**config.mk**
```make
export PLATFORM = sky130hd
export DESIGN_NAME = tube_event_recorder
export DESIGN_NICKNAME = d
export VERILOG_FILES = /design/src/rtl/tube_event_recorder.sv
export SDC_FILE = /design/constraint.sdc
export NUM_CORES = 1
export LEC_CHECK = 0
export CAP_MARGIN = 20
export CORE_ASPECT_RATIO = 1.5
export CORE_UTILIZATION = 32
export CTS_CLUSTER_SIZE = 28
export DETAILED_ROUTE_END_ITERATION = 10
export RECOVER_POWER = 100
export SLEW_MARGIN = 20
export SYNTH_ARGS = -nofsm -noshare
export SYNTH_HDL_FRONTEND = slang
export SYNTH_SLANG_ARGS = --single-unit
```
**constraint.sdc**
```tcl
create_clock -name clk100 -period 5.9 [get_ports clk100]
set_clock_uncertainty 0.05 [all_clocks]
set_input_delay 1.18 -clock clk100 [delete_from_list [all_inputs] [get_ports clk100]]
set_output_delay 1.18 -clock clk100 [all_outputs]
set_load 0.01 [all_outputs]
```
**src/rtl/tube_event_recorder.sv**
```systemverilog
// tube_event_recorder: triggered drift-tube hit recorder with header/hit words queued in a FIFO
module tube_event_recorder #(
  parameter int NUM_TUBES = 32,
  parameter int TIME_W    = 8,
  parameter int WINDOW    = 200,
  parameter int DEPTH     = 16
) (
  input  logic                 clk100,
  input  logic                 rst_n,
  input  logic                 SCIN_COIN,
  input  logic [NUM_TUBES-1:0] TUBES,
  input  logic                 RD_EN,
  output logic [15:0]          OTUBE,
  output logic                 RD_EMPTY,
  output logic                 RD_VALID,
  output logic                 BUSY,
  output logic                 overflowLight
);
  localparam int IDX_W = $clog2(NUM_TUBES);
  localparam int AW    = $clog2(DEPTH);
  localparam logic [TIME_W-1:0] T_LAST   = TIME_W'(WINDOW - 1);
  localparam logic [IDX_W-1:0]  I_LAST   = IDX_W'(NUM_TUBES - 1);
  localparam logic [AW:0]       FULL_CNT = (AW + 1)'(DEPTH);

  typedef enum logic [1:0] {IDLE, ACQ, HDR, SCAN} state_t;

  state_t                   state, nxt;
  logic [NUM_TUBES:0]       s1, s2, s3;
  logic [NUM_TUBES:0]       pulse;
  logic                     coin_p;
  logic [NUM_TUBES-1:0]     tube_p;
  logic [TIME_W-1:0]        timer, t_now;
  logic                     start, acq, last;
  logic [IDX_W-1:0]         idx;
  logic [14:0]              evn;
  logic [NUM_TUBES-1:0]     hit;
  logic [TIME_W-1:0]        tm [NUM_TUBES];
  logic                     push;
  logic [15:0]              push_word, scan_word;
  logic [15:0]              mem [DEPTH];
  logic [AW-1:0]            wp, rp;
  logic [AW:0]              cnt;
  logic                     full, do_push, do_pop;

  assign pulse  = s2 & ~s3;
  assign coin_p = pulse[NUM_TUBES];
  assign tube_p = pulse[NUM_TUBES-1:0];
  // The trigger pulse cycle itself is timer value 0, even though the state is still IDLE.
  assign start  = (state == IDLE) && coin_p;
  assign acq    = start || (state == ACQ);
  assign t_now  = (state == IDLE) ? '0 : timer;
  assign last   = t_now == T_LAST;
  assign full   = cnt == FULL_CNT;
  assign do_push = push && !full;
  assign do_pop  = RD_EN && (cnt != '0);
  assign RD_EMPTY = cnt == '0;
  assign BUSY     = state != IDLE;

  // Two-flop synchroniser plus edge-detect stage for the trigger and all tubes alike.
  always_ff @(posedge clk100 or negedge rst_n)
    if (!rst_n) begin
      s1 <= '0;
      s2 <= '0;
      s3 <= '0;
    end else begin
      s1 <= {SCIN_COIN, TUBES};
      s2 <= s1;
      s3 <= s2;
    end

  // Hit word for the tube currently being scanned.
  always_comb begin
    scan_word = '0;
    scan_word[IDX_W+TIME_W-1:TIME_W] = idx;
    scan_word[TIME_W-1:0] = tm[idx];
  end

  // Next-state and FIFO push request.
  always_comb begin
    nxt = state;
    push = 1'b0;
    push_word = scan_word;
    case (state)
      IDLE: nxt = coin_p ? (last ? HDR : ACQ) : IDLE;
      ACQ:  nxt = last ? HDR : ACQ;
      HDR: begin
        nxt = SCAN;
        push = 1'b1;
        push_word = {1'b1, evn};
      end
      SCAN: begin
        nxt = (idx == I_LAST) ? IDLE : SCAN;
        push = hit[idx];
      end
      default: nxt = IDLE;
    endcase
  end

  // State register, window timer, scan index and event number.
  always_ff @(posedge clk100 or negedge rst_n)
    if (!rst_n) begin
      state <= IDLE;
      timer <= '0;
      idx <= '0;
      evn <= '0;
    end else begin
      state <= nxt;
      if (acq) timer <= start ? TIME_W'(1) : timer + 1'b1;
      idx <= (state == SCAN) ? idx + 1'b1 : '0;
      if (state == HDR) evn <= evn + 1'b1;
    end

  // First-edge hit latches; the trigger cycle clears them and may record time 0.
  always_ff @(posedge clk100 or negedge rst_n)
    if (!rst_n) begin
      hit <= '0;
      for (int i = 0; i < NUM_TUBES; i++) tm[i] <= '0;
    end else begin
      for (int i = 0; i < NUM_TUBES; i++)
        if (acq && tube_p[i] && (start || !hit[i])) begin
          hit[i] <= 1'b1;
          tm[i] <= t_now;
        end else if (start) hit[i] <= 1'b0;
    end

  // FIFO pointers, occupancy, read port and sticky overflow.
  always_ff @(posedge clk100 or negedge rst_n)
    if (!rst_n) begin
      wp <= '0;
      rp <= '0;
      cnt <= '0;
      RD_VALID <= 1'b0;
      OTUBE <= '0;
      overflowLight <= 1'b0;
    end else begin
      wp <= wp + AW'(do_push);
      rp <= rp + AW'(do_pop);
      cnt <= cnt + (AW + 1)'(do_push) - (AW + 1)'(do_pop);
      RD_VALID <= do_pop;
      if (do_pop) OTUBE <= mem[rp];
      overflowLight <= overflowLight || (push && full);
    end

  // FIFO storage; emptiness is tracked by the pointers, so no reset is needed.
  always_ff @(posedge clk100)
    if (do_push) mem[wp] <= push_word;
endmodule
```
-- Word level (Yosys, flattened, before mapping)
Memories as Yosys holds them, arrays and structs flattened. A register that Yosys moved wholly into a read port is not among the register bits.
Cells that the tools add are included.
- word-level logic and storage cells: 316
- input bits: 36
- bits in writable memories: 256
- memories: 1
- register bits: 432
- output and inout bits: 20
- bitwise gates (word level): 3
- add/sub/neg operators: 7
- reductions and logical operators: 172
- muxes and demuxes: 49
- eq/ne operators: 6
- order comparisons: 2
- memories (memory ; depth ; bits a word ; read ports ; clocked after memory_dff ; wr ports ; line ; text):
    mem ; 16 ; 16 ; 1 ; 1 ; 1 ; 40 ; logic [15:0] mem [DEPTH];
- operators by type and width (operator ; count):
    1-bit logical AND ; 68
    2-bit nonzero test ; 33
    8-bit binary-select mux with 5-bit select ; 1
    1-bit 2-to-1 mux ; 36
    1-bit logical NOT ; 34
    1-bit logical OR ; 34
    33-bit AND ; 1
    33-bit inverter ; 1
    8-bit 2-to-1 mux ; 4
    16-bit 2-to-1 mux ; 1
    15-bit by 1-bit adder with 15-bit output, second input constant ; 1
    5-bit == test, second input constant ; 2
    4-bit by 1-bit adder with 4-bit output ; 2
    8-bit by 1-bit adder with 8-bit output, second input constant ; 1
    8-bit == test, second input constant ; 1
    2-bit one-hot mux with 4 select lines ; 1
    6-bit greater-or-equal comparator, second input constant ; 1
    5-bit by 6-bit less-than comparator with 1-bit output, second input constant ; 1
    2-bit 2-to-1 mux ; 3
    5-bit inverter with 6-bit output ; 1
    5-bit by 1-bit adder with 5-bit output ; 1
    5-bit by 1-bit adder with 5-bit output, second input constant ; 1
    1-bit binary-select mux with 5-bit select ; 1
    5-bit logical NOT ; 1
    other kinds (7) ; 8

-- Logic depth before layout (Yosys ltp)
- depth in word-level cells: 7
- mapped depth: 17
- gate-level depth less buffers: 14

-- Least setup slack after synthesis
Ideal clock, no wire load.
- path kind: reg-to-reg
- from: reg idx[0]
- to: mem mem[1][0] (enable)
- cell stages (with the launch flop): 8
- clock period less this slack: 4489 ps
- path buffers: 2
- required time: 5372 ps
- library setup time: 478 ps
- slack: 1411 ps
- arrival time: 3961 ps
- cells stage by stage: dfrtp_1 > buf_6 > and2b_1 > a211oi_1 > nand3_1 > and3_1 > buf_2 > a2111oi_0
- longest elaborated chain between the ends: 6
- ends and longest elaborated chain (item ; line ; text):
    start: declaration ; 34 ; logic [IDX_W-1:0] idx;
    start signal: assignment ; 109 ; idx <= (state == SCAN) ? idx + 1'b1 : '0;
    1-bit binary-select mux with 5-bit select ; 93 ; push = hit[idx];
    1-bit 2-to-1 mux (implied by the code) ; 93 ;
    1-bit one-hot mux with 2 select lines ; 83 ; case (state)
    1-bit logical AND ; 54 ; assign do_push = push && !full;
    1-bit 2-to-1 mux ; 146 ; if (do_push) mem[wp] <= push_word;
    1-bit 2-to-1 mux (implied by the code) ; 146 ;
    end: declaration ; 40 ;
No other way between the ends. The select of a mux whose other input is x is not followed.

-- Final worst setup path
- from: reg idx[0]
- to: mem mem[9][0] (data pin)
- longest elaborated chain between the ends: 5
- ends and longest elaborated chain (item ; line ; text):
    5-bit inverter with 6-bit output (implied by the code) ; 75 ; scan_word[TIME_W-1:0] = tm[idx];
    8-bit binary-select mux with 5-bit select ; 75 ;
    8-bit 2-to-1 mux (implied by the code) (2 in a row) ; 75 ;
    16-bit 2-to-1 mux ; 83 ;
    via push_word[0] ; 39 ; logic [15:0] push_word, scan_word;
The timed path passes the listed nets, and every way through them passes these cells. The select of a mux whose other input is x is not followed.

==> run metrics <==
status complete, but fails checks; violated checks capacitance limit, slew limit; FF-to-FF End mem[9][0]$_DFFE_PP_; Longest Clk Path Bufs 3; register clock-pin slew on the reported worst setup and hold paths 60 ps; CP max FO 47; top post-synthesis cells by count dfrtp_1 (448), nand2_1 (328), o21ai_0 (286), edfxtp_1 (256), mux4_2 (139); syn nets 1989; Synth Flop Type dfrtp_1; setup slack after layout 1350 ps; Final Critical Period 4550 ps; sequential element share of the synthesized area 67.2%; Pre-Repair DR Iteration Count 6; area share of the largest cell type after synthesis 39.9%; measured slew at the worst slew-check pin about 2700 ps; Setup CP Type reg2reg; final setup fails 0; first-pass GRT wire length between 90 and 100 mm; residual antenna-violating net count after detailed routing 0; Async SR Flop Fraction 63.6%; io pins 56; core area 86700 um2; total negative slack 0 ps; ranking of synthesized cells by area dfrtp_1 (40%), edfxtp_1 (27%), mux4_2 (11%), o21ai_0 (5.1%), nand2_1 (4.4%); hpwl dp approximately 40 mm; slew margin rel. -76.8%; die area 89100 um2; CTS tree yes; Yosys reg bits about 700; die span in y 365 um; Reg2Reg Setup Slack 1350 ps; number of max-cap violations 8; GR Overflow Total 0; # rows about 130; Syn Area/Cell 14.5 um2; initial antenna violation count 0; reg2reg start idx[0]$_DFF_PN0_; synthesized area 28100 um2; Sink Count 704; largest net degree at the start of global routing 100; P&R area growth vs syn 14.4%; hold crit path type reg2reg; VDD IR-drop max about 0.22 mV; Yosys top cell by area dfrtp_1; CP Launch Type flop; vias in the first global route 16.7k; Fin Hold WS a little under 300 ps; post-CTS resize count 0; Starting Density between 30% and 40%; CTS root buf clkbuf_16; f_max between 200 and 250 MHz; final hold violation count 0; leakage 12.1 nW; DRC Markers 0; first-iteration detailed-routing DRC count between 1k and 1.5k; pre-CTS setup slack 1920 ps; TritonCTS buffer count 70; number of synthesized flops with an enable pin 256; PwrDens 413 nW/um2; CP arrival 4690 ps; total power 13.3 mW; Die Width 244 um; share of layout cells above drive strength 1 14.6%; Mapped Cells 1938; yosys warns 0; CP Launch Point idx[0]$_DFF_PN0_; unique cell type count in the Yosys netlist 48; overall routing resource usage 14.5%; via count 15.6k; final slew viol count between 200 and 300; clock latency on the worst-skew pair 600 ps; via-per-instance ratio 4.92; Post-CTS Setup Bufs 0; I/O Buffers 55; CP endpoint mem[9][0]$_DFFE_PP_; drt total wl roughly 63 mm; H-tree depth 3; CP Data Required Time 6030 ps; final worst-path cycle share 77.2%; final net count 2030; cts hold-fix bufs 0; most frequent cell after synthesis dfrtp_1; crit end category flop; Routed WL per cell 19.8 um; RSZ-0062 raised after global routing no; placer congestion estimate between 0.8 and 0.9; number of diodes 0; Worst R2R Path Depth 5
[cells by family (layout without fill, tap and decap cells)]
group                      Yosys count  after routing  synth area share (%)
xor gates and xnor gates            28             28                 0.872
muxes                              204            204                  14.3
and+or+nand+nor                    476            476                  7.44
adders and majority gates           15             15                 0.694
AOI/OAI and AO/OA                  375            375                  7.18
buffers and inverters              136            233                  2.28
DFF                                704            704                  67.2
[cell usage in the layout, fill, tap and decap left out, types with 15 or more instances in the layout]
cell,count
clkbuf_1,29
clkbuf_16,74
dfrtp_1,444
dlygate4sd3_1,52
edfxtp_1,256
mux2_2,20
mux2i_1,29
mux4_2,139
nand2_1,327
nand2b_1,69
nand3_1,19
nor2_1,19
o21ai_0,326
xnor2_1,15
[worst max-delay path, cell delays in order, from the launching register on]
cell and delay [ps]:
dfrtp_1 1240, buf_4 870, mux4_2 390, mux4_2 250
nor2_1 100, nor3_1 1190
[per-layer routing]
layer	up-vias	track usage, %	share of wire [%]
met5	-	0	0
met4	0	5.94	3.7
met3	114	2.07	3.7
met2	330	26.9	54
met1	8033	16.5	39
li1	7153	-	-
[layout make-up]
class	instances	area, um2
Inverter	12	45.0
Multi-Input combinational cell	1098	8560
Fill cell	8089	54600
Timing Repair Buffer	93	787
Sequential cell	704	18900
Clock buffer	92	2020
Clock inverter	36	400
Tap cell	1139	1430
[through the flow]
step | instances | utilization [%] | instance area, um2
finish | 3174 | 37.1 | 32100
detailed placement | 3045 | 34.5 | 29900
global placement | 3044 | 34.5 | 29900
CTS | 3173 | 37.3 | 32400
floorplan | 1938 | - | 28100
global route | 3174 | 37.1 | 32100
[power breakdown]
| part | switching [mW] | total (mW) | internal, mW |
|---|---|---|---|
| Clock | 1.85 | 4.62 | 2.77 |
| Sequential | 0.646 | 6.53 | 5.88 |
| Combinational | 1.11 | 2.12 | 1.02 |
[how the worst min path moves through the flow]
| stage | from | to | cells past startpoint |
|---|---|---|---|
| final | s1[30]$_DFF_PN0_ | s2[30]$_DFF_PN0_ | 0 |
| after global routing | s1[29]$_DFF_PN0_ | s2[29]$_DFF_PN0_ | 0 |
| after CTS | s1[30]$_DFF_PN0_ | s2[30]$_DFF_PN0_ | 0 |
| after detailed placement | s1[18]$_DFF_PN0_ | s2[18]$_DFF_PN0_ | 0 |
| after global placement | s1[16]$_DFF_PN0_ | s2[16]$_DFF_PN0_ | 0 |
| after floorplan | s1[0]$_DFF_PN0_ | s2[0]$_DFF_PN0_ | 0 |
[state kept, by name, indices dropped and copies added (netlist names)]
signal         count
s1                33
rp                 4
wp                 4
state              2
tm               256
cnt                5
OTUBE             16
mem              256
idx                5
timer              8
s3                33
RD_VALID           1
s2                33
overflowLight      1
evn               15
hit               32
(Power assumes the default switching activity.)
